`src/rtl/core_ctrl_pkg.sv`:
```
// Shared definitions for the core run-control logic: sequencer state
// encoding, the saturation limit of the instruction counter, and a
// counter-width helper.
package core_ctrl_pkg;

    typedef enum logic [2:0] {
        ST_IDLE    = 3'd0,
        ST_RUN     = 3'd1,
        ST_STEP    = 3'd2,
        ST_IN_WAIT = 3'd3,
        ST_HALTED  = 3'd4
    } seq_state_e;

    localparam logic [31:0] COUNT_MAX = 32'hFFFF_FFFF;

    // Bits needed to count 0..n-1; never narrower than one bit.
    function automatic int ctr_width(input int n);
        return (n <= 1) ? 1 : $clog2(n);
    endfunction

endpackage

```
`src/rtl/exec_sequencer_btn_conditioner.sv`:
```
// Button conditioner: two-flop synchroniser, stability counter and a
// registered one-cycle pulse on each accepted 0->1 transition.
module btn_conditioner
    import core_ctrl_pkg::*;
#(
    parameter int DEBOUNCE_CYCLES = 500000
) (
    input  logic clk,
    input  logic rst,
    input  logic btn_raw,
    output logic pulse
);

    localparam int CW = ctr_width(DEBOUNCE_CYCLES);
    localparam logic [CW-1:0] CNT_LAST = CW'(DEBOUNCE_CYCLES - 1);

    logic          sync1_q, sync1_d;
    logic          sync2_q, sync2_d;
    logic          stable_q, stable_d;
    logic          stable_dly_q, stable_dly_d;
    logic          pulse_q, pulse_d;
    logic [CW-1:0] cnt_q, cnt_d;

    // Next-state: synchronise, count consecutive disagreeing cycles, then accept.
    always_comb begin
        sync1_d      = btn_raw;
        sync2_d      = sync1_q;
        stable_d     = stable_q;
        cnt_d        = '0;
        if (sync2_q != stable_q) begin
            if (cnt_q == CNT_LAST) begin
                stable_d = sync2_q;
                cnt_d    = '0;
            end else begin
                cnt_d = cnt_q + CW'(1);
            end
        end
        // The pulse is taken from the accepted level one cycle after it
        // changes, so it is a clean registered strobe.
        stable_dly_d = stable_q;
        pulse_d      = stable_q & ~stable_dly_q;
    end

    // Register all conditioner state; reset returns to an accepted level of 0.
    always_ff @(posedge clk) begin
        if (rst) begin
            sync1_q      <= 1'b0;
            sync2_q      <= 1'b0;
            stable_q     <= 1'b0;
            stable_dly_q <= 1'b0;
            pulse_q      <= 1'b0;
            cnt_q        <= '0;
        end else begin
            sync1_q      <= sync1_d;
            sync2_q      <= sync2_d;
            stable_q     <= stable_d;
            stable_dly_q <= stable_dly_d;
            pulse_q      <= pulse_d;
            cnt_q        <= cnt_d;
        end
    end

    assign pulse = pulse_q;

endmodule

```
`src/rtl/exec_sequencer.sv`:
```
// Run-control sequencer: converts the board clock into single-cycle
// instruction enables in free-run or single-step mode, stalls on input
// instructions until confirmed, and freezes on halt.
module exec_sequencer
    import core_ctrl_pkg::*;
#(
    parameter int DEBOUNCE_CYCLES = 500000,
    parameter int RUN_DIV         = 25000000
) (
    input  logic        CLOCK,
    input  logic        RESET,
    input  logic        MODE_RUN,
    input  logic        STEP_BTN,
    input  logic        CONFIRM_BTN,
    input  logic        HALT,
    input  logic        IN_REQ,
    input  logic        OUT_REQ,
    output logic        CPU_EN,
    output logic        OUT_LATCH,
    output logic        WAIT_INPUT,
    output logic        HALTED,
    output logic [31:0] INSTR_COUNT
);

    localparam int DW = ctr_width(RUN_DIV);
    localparam logic [DW-1:0] DIV_LAST = DW'(RUN_DIV - 1);

    logic step_p;
    logic conf_p;

    seq_state_e    state_q, state_d;
    logic [DW-1:0] div_q, div_d;
    logic          cpu_en_q, cpu_en_d;
    logic          wait_q, wait_d;
    logic          halted_q, halted_d;
    logic [31:0]   instr_count_q, instr_count_d;

    btn_conditioner #(
        .DEBOUNCE_CYCLES(DEBOUNCE_CYCLES)
    ) u_step_btn (
        .clk    (CLOCK),
        .rst    (RESET),
        .btn_raw(STEP_BTN),
        .pulse  (step_p)
    );

    btn_conditioner #(
        .DEBOUNCE_CYCLES(DEBOUNCE_CYCLES)
    ) u_conf_btn (
        .clk    (CLOCK),
        .rst    (RESET),
        .btn_raw(CONFIRM_BTN),
        .pulse  (conf_p)
    );

    // Where an enable is due: halt wins, then an input stall, otherwise the
    // enable fires and the sequencer moves to fire_state.
    function automatic seq_state_e issue_state(input logic halt, input logic in_req,
                                               input seq_state_e fire_state);
        if (halt)
            return ST_HALTED;
        else if (in_req)
            return ST_IN_WAIT;
        else
            return fire_state;
    endfunction

    // Next-state, divider, enable and counter logic.
    always_comb begin
        state_d  = state_q;
        div_d    = div_q;
        cpu_en_d = 1'b0;

        case (state_q)
            ST_IDLE: begin
                // The start press only selects the mode; no instruction commits.
                if (step_p) begin
                    state_d = MODE_RUN ? ST_RUN : ST_STEP;
                    div_d   = '0;
                end
            end

            ST_RUN: begin
                if (div_q == DIV_LAST) begin
                    div_d    = '0;
                    state_d  = issue_state(HALT, IN_REQ, MODE_RUN ? ST_RUN : ST_STEP);
                    cpu_en_d = ~HALT & ~IN_REQ;
                end else begin
                    div_d = div_q + DW'(1);
                end
            end

            ST_STEP: begin
                // A mode switch beats a step press arriving in the same cycle.
                if (MODE_RUN) begin
                    state_d = ST_RUN;
                    div_d   = '0;
                end else if (step_p) begin
                    state_d  = issue_state(HALT, IN_REQ, ST_STEP);
                    cpu_en_d = ~HALT & ~IN_REQ;
                end
            end

            ST_IN_WAIT: begin
                // The stalled instruction is the input read itself, so it
                // commits on confirmation regardless of IN_REQ.
                if (conf_p) begin
                    cpu_en_d = 1'b1;
                    div_d    = '0;
                    state_d  = MODE_RUN ? ST_RUN : ST_STEP;
                end
            end

            ST_HALTED: begin
                state_d = ST_HALTED;
            end

            default: begin
                state_d = ST_IDLE;
                div_d   = '0;
            end
        endcase

        wait_d   = (state_d == ST_IN_WAIT);
        halted_d = (state_d == ST_HALTED);

        instr_count_d = instr_count_q;
        if (cpu_en_d && (instr_count_q != COUNT_MAX))
            instr_count_d = instr_count_q + 32'd1;
    end

    // State and registered outputs; reset discards any in-flight enable.
    always_ff @(posedge CLOCK) begin
        if (RESET) begin
            state_q       <= ST_IDLE;
            div_q         <= '0;
            cpu_en_q      <= 1'b0;
            wait_q        <= 1'b0;
            halted_q      <= 1'b0;
            instr_count_q <= '0;
        end else begin
            state_q       <= state_d;
            div_q         <= div_d;
            cpu_en_q      <= cpu_en_d;
            wait_q        <= wait_d;
            halted_q      <= halted_d;
            instr_count_q <= instr_count_d;
        end
    end

    assign CPU_EN      = cpu_en_q;
    assign OUT_LATCH   = cpu_en_q & OUT_REQ;
    assign WAIT_INPUT  = wait_q;
    assign HALTED      = halted_q;
    assign INSTR_COUNT = instr_count_q;

endmodule

```
`config.mk`:
```
export PLATFORM = sky130hd
export DESIGN_NAME = exec_sequencer
export DESIGN_NICKNAME = d
export VERILOG_FILES = /design/src/rtl/core_ctrl_pkg.sv /design/src/rtl/exec_sequencer_btn_conditioner.sv /design/src/rtl/exec_sequencer.sv
export SDC_FILE = /design/constraint.sdc
export NUM_CORES = 1
export LEC_CHECK = 0
export CAP_MARGIN = 20
export CORE_ASPECT_RATIO = 0.6
export CORE_MARGIN = 2
export CORE_UTILIZATION = 45
export DETAILED_ROUTE_END_ITERATION = 10
export PLACE_DENSITY = 0.67
export RECOVER_POWER = 25
export SLEW_MARGIN = 40
export SYNTH_ARGS = -nofsm -noshare
export SYNTH_HDL_FRONTEND = slang
export SYNTH_SLANG_ARGS = --single-unit
```
`constraint.sdc`:
```
create_clock -name CLOCK -period 2.2 [get_ports CLOCK]
set_input_delay 0.44 -clock CLOCK [delete_from_list [all_inputs] [get_ports CLOCK]]
set_output_delay 0.44 -clock CLOCK [all_outputs]
set_load 0.01 [all_outputs]
```
# ---- Word level (Yosys, flattened, before mapping)
# Index checks and enable logic that the tools add are counted.
dict set report word_totals {
  mem_bits_ro 0
  latchBits 0
  regBits 111
  wordCells 76
  mem_bits_rw 0
  inputBits 8
  mem_count 0
}
dict set report classes {
  div 0
  muxes 21
  n_bitwise 11
  n_addsub 4
  reduce_logical 7
  n_shift 0
  n_eq_ne 15
  multipliers 0
  n_lt_le_gt_ge 0
}
# op count
set op_table {}
lappend op_table {{$pmux W25 S5} 1}
lappend op_table {{$mux W25} 4}
lappend op_table {{$add A19 B1 Y19 const B} 2}
lappend op_table {{$eq A19 B19 Y1 const B} 2}
lappend op_table {{$add A32 B1 Y32 const B} 1}
lappend op_table {{$ne A32 B32 Y1 const B} 1}
lappend op_table {{$add A25 B1 Y25 const B} 1}
lappend op_table {{$eq A25 B25 Y1 const B} 1}
lappend op_table {{$mux W3} 7}
lappend op_table {{$pmux W3 S5} 1}
lappend op_table {{$eq A3 B2 Y1 const B} 3}
lappend op_table {{$not A1 Y1} 7}
lappend op_table {{$eq A3 B3 Y1 const B} 2}
lappend op_table {{$reduce_or A3 Y1} 2}
lappend op_table {{$mux W1} 5}
lappend op_table {{$and A1 B1 Y1} 4}
lappend op_table {{$mux W2} 2}
lappend op_table {{$ne A2 B1 Y1 const B} 2}
lappend op_table {{$reduce_and A2 Y1} 2}
lappend op_table {{$reduce_and A4 Y1} 1}
lappend op_table {{$eq A3 B1 Y1 const B} 1}
lappend op_table {{$logic_not A3 Y1} 1}
lappend op_table {{$pmux W1 S3} 1}
lappend op_table {{$ne A1 B1 Y1} 2}
lappend op_table {{2 further kinds} 2}

# ---- Logic depth before layout (Yosys ltp)
dict set report logic_depth {
  depth_word 6
  ltp_mapped 9
}

# ---- Cells and area by module
# Synthesis repeated with hierarchy kept, for this count alone.
dict set report unflattened {
  hier_cells 611
  area_unflattened_um2 5300.1
}
# mod cells_per_inst instances area_each_um2
set modules_own_cells {}
lappend modules_own_cells {exec_sequencer 389 1 3260.6}
lappend modules_own_cells {btn_conditioner 111 2 1019.7}

# ---- Worst setup path after synthesis
# No wires, ideal clock.
dict set report synth_path {
  kind {reg-to-reg}
  start {register instr_count_q[0], in the netlist INSTR_COUNT[0]}
  end {register instr_count_q[1], in the netlist INSTR_COUNT[1]}
  path_stages_with_launch 10
  period_less_slack_ps 2302
  setup_slack_ps -102
  t_required_ps 2072
  arrival_time_ps 2175
  n_path_buf 2
  cell_sequence {dfxtp_1 ha_1 nand2_1 nor4_1 nand4_1 o21ai_2 buf_2 buf_4 mux2i_1 nor2_1}
}
dict set report synth_between {
  elab_chain_len 2
  elab_cells_between_ends 3
  cone_classes {1 x add/sub; 1 x eq/ne; 1 x reduce/logical}
}
# element line
set synth_lines {}
lappend synth_lines {{from (decl)} exec_sequencer.sv:36} ;# logic [31:0] instr_count_q, instr_count_d;
lappend synth_lines {{from (signal assigned)} exec_sequencer.sv:147} ;# instr_count_q <= instr_count_d;
lappend synth_lines {{branches (longest 2 deep; another with $add A32 B1 Y32)} -}
# Several ways; the timed one is not identified.
# A chain may end at the register's enable or synchronous reset.

# ---- Worst setup path in the final report
dict set report layout_path {
  start {register div_q[6]}
  end {register instr_count_q[8], in the netlist INSTR_COUNT[8]}
}
dict set report layout_between {
  elab_chain_len 4
}
# element line
set layout_lines {}
lappend layout_lines {{from (decl)} exec_sequencer.sv:32} ;# logic [DW-1:0] div_q, div_d;
lappend layout_lines {{from (signal assigned)} exec_sequencer.sv:143} ;# div_q <= div_d;
lappend layout_lines {{$eq A25 B25 Y1} exec_sequencer.sv:84} ;# if (div_q == DIV_LAST) begin
lappend layout_lines {{$mux W1} exec_sequencer.sv:84}
lappend layout_lines {{$pmux W1 S3} exec_sequencer.sv:74} ;# case (state_q)
lappend layout_lines {{$logic_and A1 B1 Y1} exec_sequencer.sv:128} ;# if (cpu_en_d && (instr_count_q != COUNT_MAX))
# No other way between the ends.

==> results.txt <==
Outcome - complete, but fails checks
Failing checks - setup timing
IO Port Bufs - 43
Final Power - 3.742 mW
I/O pin cnt - 44
Worst reg2reg path depth - 9
Critical path buffers and inverters - 3
RSZ-0062 raised after global routing - yes
Routed Antenna Nets - 0
Crit. path cell count - 9
Routability cong. - 0.8263
Syn Nets - 621
Crit start category - flip-flop
Rel. slew slack - 0.5034
Dpl ws - -572.5 ps
GR Overflow Total - 0
Vias in the first global route - 4456
Area occupied by multi-input gates - 0.002983 mm2
WHS Path Cells - 1
Mean Syn Cell Area - 8.430 um2
Req. time, crit path - 2440 ps
Post-synth top flop - dfxtp_1
Die Height - 86.74 um
Syn Inst Count - 609
Core area - 0.01122 mm2
CP max-delay cell - nor4b_1
Dpl hpwl - 8.951 mm
Die area - 0.01231 mm2
Clock H-tree levels - 3
FF+latch count, synth - 111
Avg Vias per Cell - 5.675
Pin count of the biggest net entering global routing - 31
Max-slew violations - 0
Ys async rst share - 0
Final hold slack - 388.0 ps
Utilization after layout - 0.6115
CP top delay family - simple AND/OR/NAND/NOR gates
Yosys warns - 0
Core Rows - 30
Longest Clk Path Bufs - 2
Clk pin slew, worst setup/hold paths - 70 ps
Post-route setup slack - -174.5 ps
Count leader, synth - dfxtp_1
Seq/Total Area, Yosys - 0.4329
Top cells by count, synth - dfxtp_1, nor2_1, nand3_1
Worst slew pin tran - 738.1 ps
Hold WC Path Type - flip-flop to flip-flop
Root buf cell - clkbuf_16
Pre-antenna DRT Iters - 5
Max cap viols - 0
Critical-path cell list - nor4b_1 -> nand3_1 -> nor4_4 -> buf_4 -> buf_6 -> o21ai_4 -> bufbuf_16 -> o31ai_1 -> a21oi_2
Period utilization - 1.079
DR vias - 4903
CTS tree - done
Share of cells above drive strength 1 - 0.2056
Final hold violations - 0
Antenna diodes - 0
Worst path max stage delay - 440 ps
Worst skew pair latency - 350 ps
Synthesized cell area - 0.005134 mm2
Initial antenna violation count - 0
Min Tclk post-route - 2375 ps
CP endpoint kind - flip-flop
Post-synth EDFFs - 0
First-pass GRT wire length - 22.18 mm
Drt drc - 0
Leak pwr - 2.295 nW
Starting Density - 0.4574
Clk_skew - 8.931 ps
Worst vdd ir - 0.0003371 V
Top post-synthesis cells by area - dfxtp_1, nor2_1, xnor2_1
CP Data Arrival Time - 2610 ps
TritonCTS buffer count - 9
Top cell type's share of synthesized area - 0.4329
Layout area overhead - 33.68%
DR iter-0 viols - 323
Fillers - 942
PwrDens - 545.3 mW/mm2
Final wirelength - 13.56 mm
Yosys top cell by area - dfxtp_1
Crit-path max FO - 6
Setup tns final - -2356 ps
NumNets Final - 728
All-Layer GR Usage - 0.2270
Clock tree sinks - 111
Die extent in x - 141.9 um
Max Clk Rate - 0.4211 GHz
Setup violations, final - 29
Post-synth cell types - 51
Wire per inst - 15.69 um
Register Area - 0.002225 mm2
Crit Path Category - flip-flop to flip-flop
## cell type report
cell class	count	area share
clock buffer	11	0.03683
multi-input combinational	461	0.4346
clock inverter	4	0.006563
tap	144	0.02625
sequential	111	0.3242
inverter	14	0.007657
timing repair buffer	119	0.1639
## state kept, by name, indices dropped and copies added, names as in the netlist, 3 cells and up
register / cells
INSTR_COUNT: 32
u_conf_btn.cnt_q: 19
u_step_btn.cnt_q: 19
state_q: 3
div_q: 25
## cells by family after synthesis
| logic type | Yosys count | share of synthesized area |
|---|---|---|
| AOI/OAI and AO/OA | 98 | 0.1182 |
| xor gates and xnor gates | 50 | 0.08530 |
| adders and majority gates | 4 | 0.009749 |
| buffers and inverters | 39 | 0.03217 |
| DFF | 111 | 0.4329 |
| muxes | 6 | 0.01219 |
| and+or+nand+nor | 301 | 0.3095 |
## per-stage QoR
stage | cell area [um2] | cells
6_report | 6863 | 864
5_1_grt | 6863 | 864
4_1_cts | 6736 | 865
3_3_place_gp | 6148 | 833
3_5_place_dp | 6156 | 833
2_1_floorplan | 5140 | 609
## layer usage
layer	vias up	GRT usage	share of wire
li1	2395	-	-
met1	2330	0.3156	0.48
met2	165	0.3464	0.43
met3	13	0.06961	0.077
met4	0	0.05636	0.010
met5	-	0	0
## placed cells by master (no fill, tap or decap), types with 14 or more instances in the layout
cell type and count:
nand2_1 36, inv_1 14, nand4_1 24, a21oi_1 29
or3_1 20, o21ai_0 16, nor2b_1 14, dfxtp_1 109
buf_4 64, nand3_1 42, nor2_1 83, xnor2_1 25
xor2_1 24, clkdlybuf4s50_1 41
## worst paths after layout
kind / from / endpoint / slack (ps)
max: div_q[6] / INSTR_COUNT[8] / -170
max reg2reg: div_q[6] / INSTR_COUNT[8] / -170
min reg2reg: u_step_btn.stable_dly_q / u_step_btn.pulse / 390
min: u_step_btn.stable_dly_q / u_step_btn.pulse / 390
## timing repair
action,in CTS,in global routing
resized for setup,25,36
pin swaps,16,19
endpoints found under the setup margin,33,38
buffers inserted,11,0
hold buffers,0,0
cloned,6,0
## where the power goes
| group | internal [mW] | switching (mW) |
|---|---|---|
| Combinational | 0.0309 | 0.0408 |
| Sequential | 2.01 | 0.00252 |
| Clock | 0.934 | 0.722 |
Power figures use the tool's default switching activity.
==> patch (same settings) <==
Re-encode `seq_state_e` (5 states) as Gray code, 3 bits wide.
--- a/src/rtl/core_ctrl_pkg.sv
+++ b/src/rtl/core_ctrl_pkg.sv
@@ -4,11 +4,11 @@
 package core_ctrl_pkg;
 
     typedef enum logic [2:0] {
-        ST_IDLE    = 3'd0,
-        ST_RUN     = 3'd1,
-        ST_STEP    = 3'd2,
-        ST_IN_WAIT = 3'd3,
-        ST_HALTED  = 3'd4
+        ST_IDLE    = 3'b000,
+        ST_RUN     = 3'b001,
+        ST_STEP    = 3'b011,
+        ST_IN_WAIT = 3'b010,
+        ST_HALTED  = 3'b110
     } seq_state_e;
 
     localparam logic [31:0] COUNT_MAX = 32'hFFFF_FFFF;
Formal check against the unedited RTL: same outputs for any inputs over 10 cycles, from zero or initial values and one cycle with RESET high; not proved beyond that.
==> patch against the original RTL <==
The run still ends with negative setup slack left. Design area down 2.6%. Area after synthesis up 0.12%. Total power up 1.4%. Count of clock-buffer cells in the layout shrank 1. Utilization down 1.6 points. Highest routed layer unchanged. Wire length is 8.9% lower. Combinational power shrank 7.1%. Sequential cell count is the same. Setup slack better by 0.11 ns.
==> patch: results (changes against the original RTL) <==
Leak 2.30 nW (about the same); worst-path fanout max 26 (was 6); Adder-Cell Fraction of Synth Area 0.00974 (was 0.00975); Layout Skew 0.00958 ns (was 0.00893 ns); status complete, but fails checks (unchanged); post-synthesis cell count 613 (was 609); Detailed Place HPWL 9.06 mm (was 8.95 mm); Max stage delay on crit path 0.55 ns (was 0.44 ns); RR Startpoint div_q[1]$_SDFFE_PP0P_ (was div_q[6]$_SDFFE_PP0P_); met3 WL post-DR 713 µm (was 1.04 mm); Setup violations, final 15 (was 29); syn_nets 625 (was 621); min-delay src u_conf_btn.stable_dly_q$_SDFF_PP0_ (was u_step_btn.stable_dly_q$_SDFF_PP0_); gp weighted congestion 0.838 (was 0.826); WHS 0.419 ns (was 0.388 ns); Area contributors post-synth dfxtp_1, nor2_1, xnor2_1 (unchanged); Via Count 4690 (was 4903); WL met2 5.27 mm (was 5.85 mm); WL/cell 14.2 µm (was 15.7 µm); largest net degree at the start of global routing 38 (was 31); list of most frequent post-synthesis cells dfxtp_1, nor2_1, nand2_1 (was dfxtp_1, nor2_1, nand3_1); share of cells above drive strength 1 0.176 (was 0.206); placed instance area 6240 µm² (was 6160 µm²); Final #Nets 733 (was 728); sequential share of the synthesized area 0.432 (was 0.433); failing checks negative setup slack (unchanged); CP max-delay cell or4_4 (was nor4b_1); grt met2 use 0.316 (was 0.346); final worst setup slack -0.0666 ns (was -0.175 ns); WHS Endpoint u_conf_btn.pulse$_SDFF_PP0_ (was u_step_btn.pulse$_SDFF_PP0_); post-synthesis compound-gate area fraction 0.0813 (was 0.118)
patch: cell types whose count changed in the layout (fill, tap and decap cells not counted), moves of 6 or more:
cell	unedited run	this run
nor2_1	83	104
nand2_1	36	44
xnor2_1	25	35
buf_4	64	73
o21ai_1	6	0
or4_1	4	13
a21oi_2	10	4
mux2_2	2	8
nor3_1	10	19
nand3_1	42	32
and3_1	5	15
or3_1	20	10
patch: cell type report:
cell class,count,area (µm²)
clock buffer,10,229
clock inverter,6,85.1
fill,980,4540
inverter,13,48.8
multi-input combinational,465,2840
sequential,111,2230
tap,144,180
timing repair buffer,121,1060
patch: power breakdown:
part	switching, W	total [W]	leakage (nW)	internal (W)
sequential	0.00000229	0.00201	0.898	0.00201
combinational	0.0000392	0.0000666	1.25	0.0000274
clock	0.000718	0.00171	0.148	0.000995
total	0.000760	0.00379	2.30	0.00303
patch: timing repair:
action,4_1_cts,5_1_grt
setup endpoints to repair,23,31
gates cloned,1,0
setup buffers,4,1
gates resized for setup,7,18
pin swaps,7,6
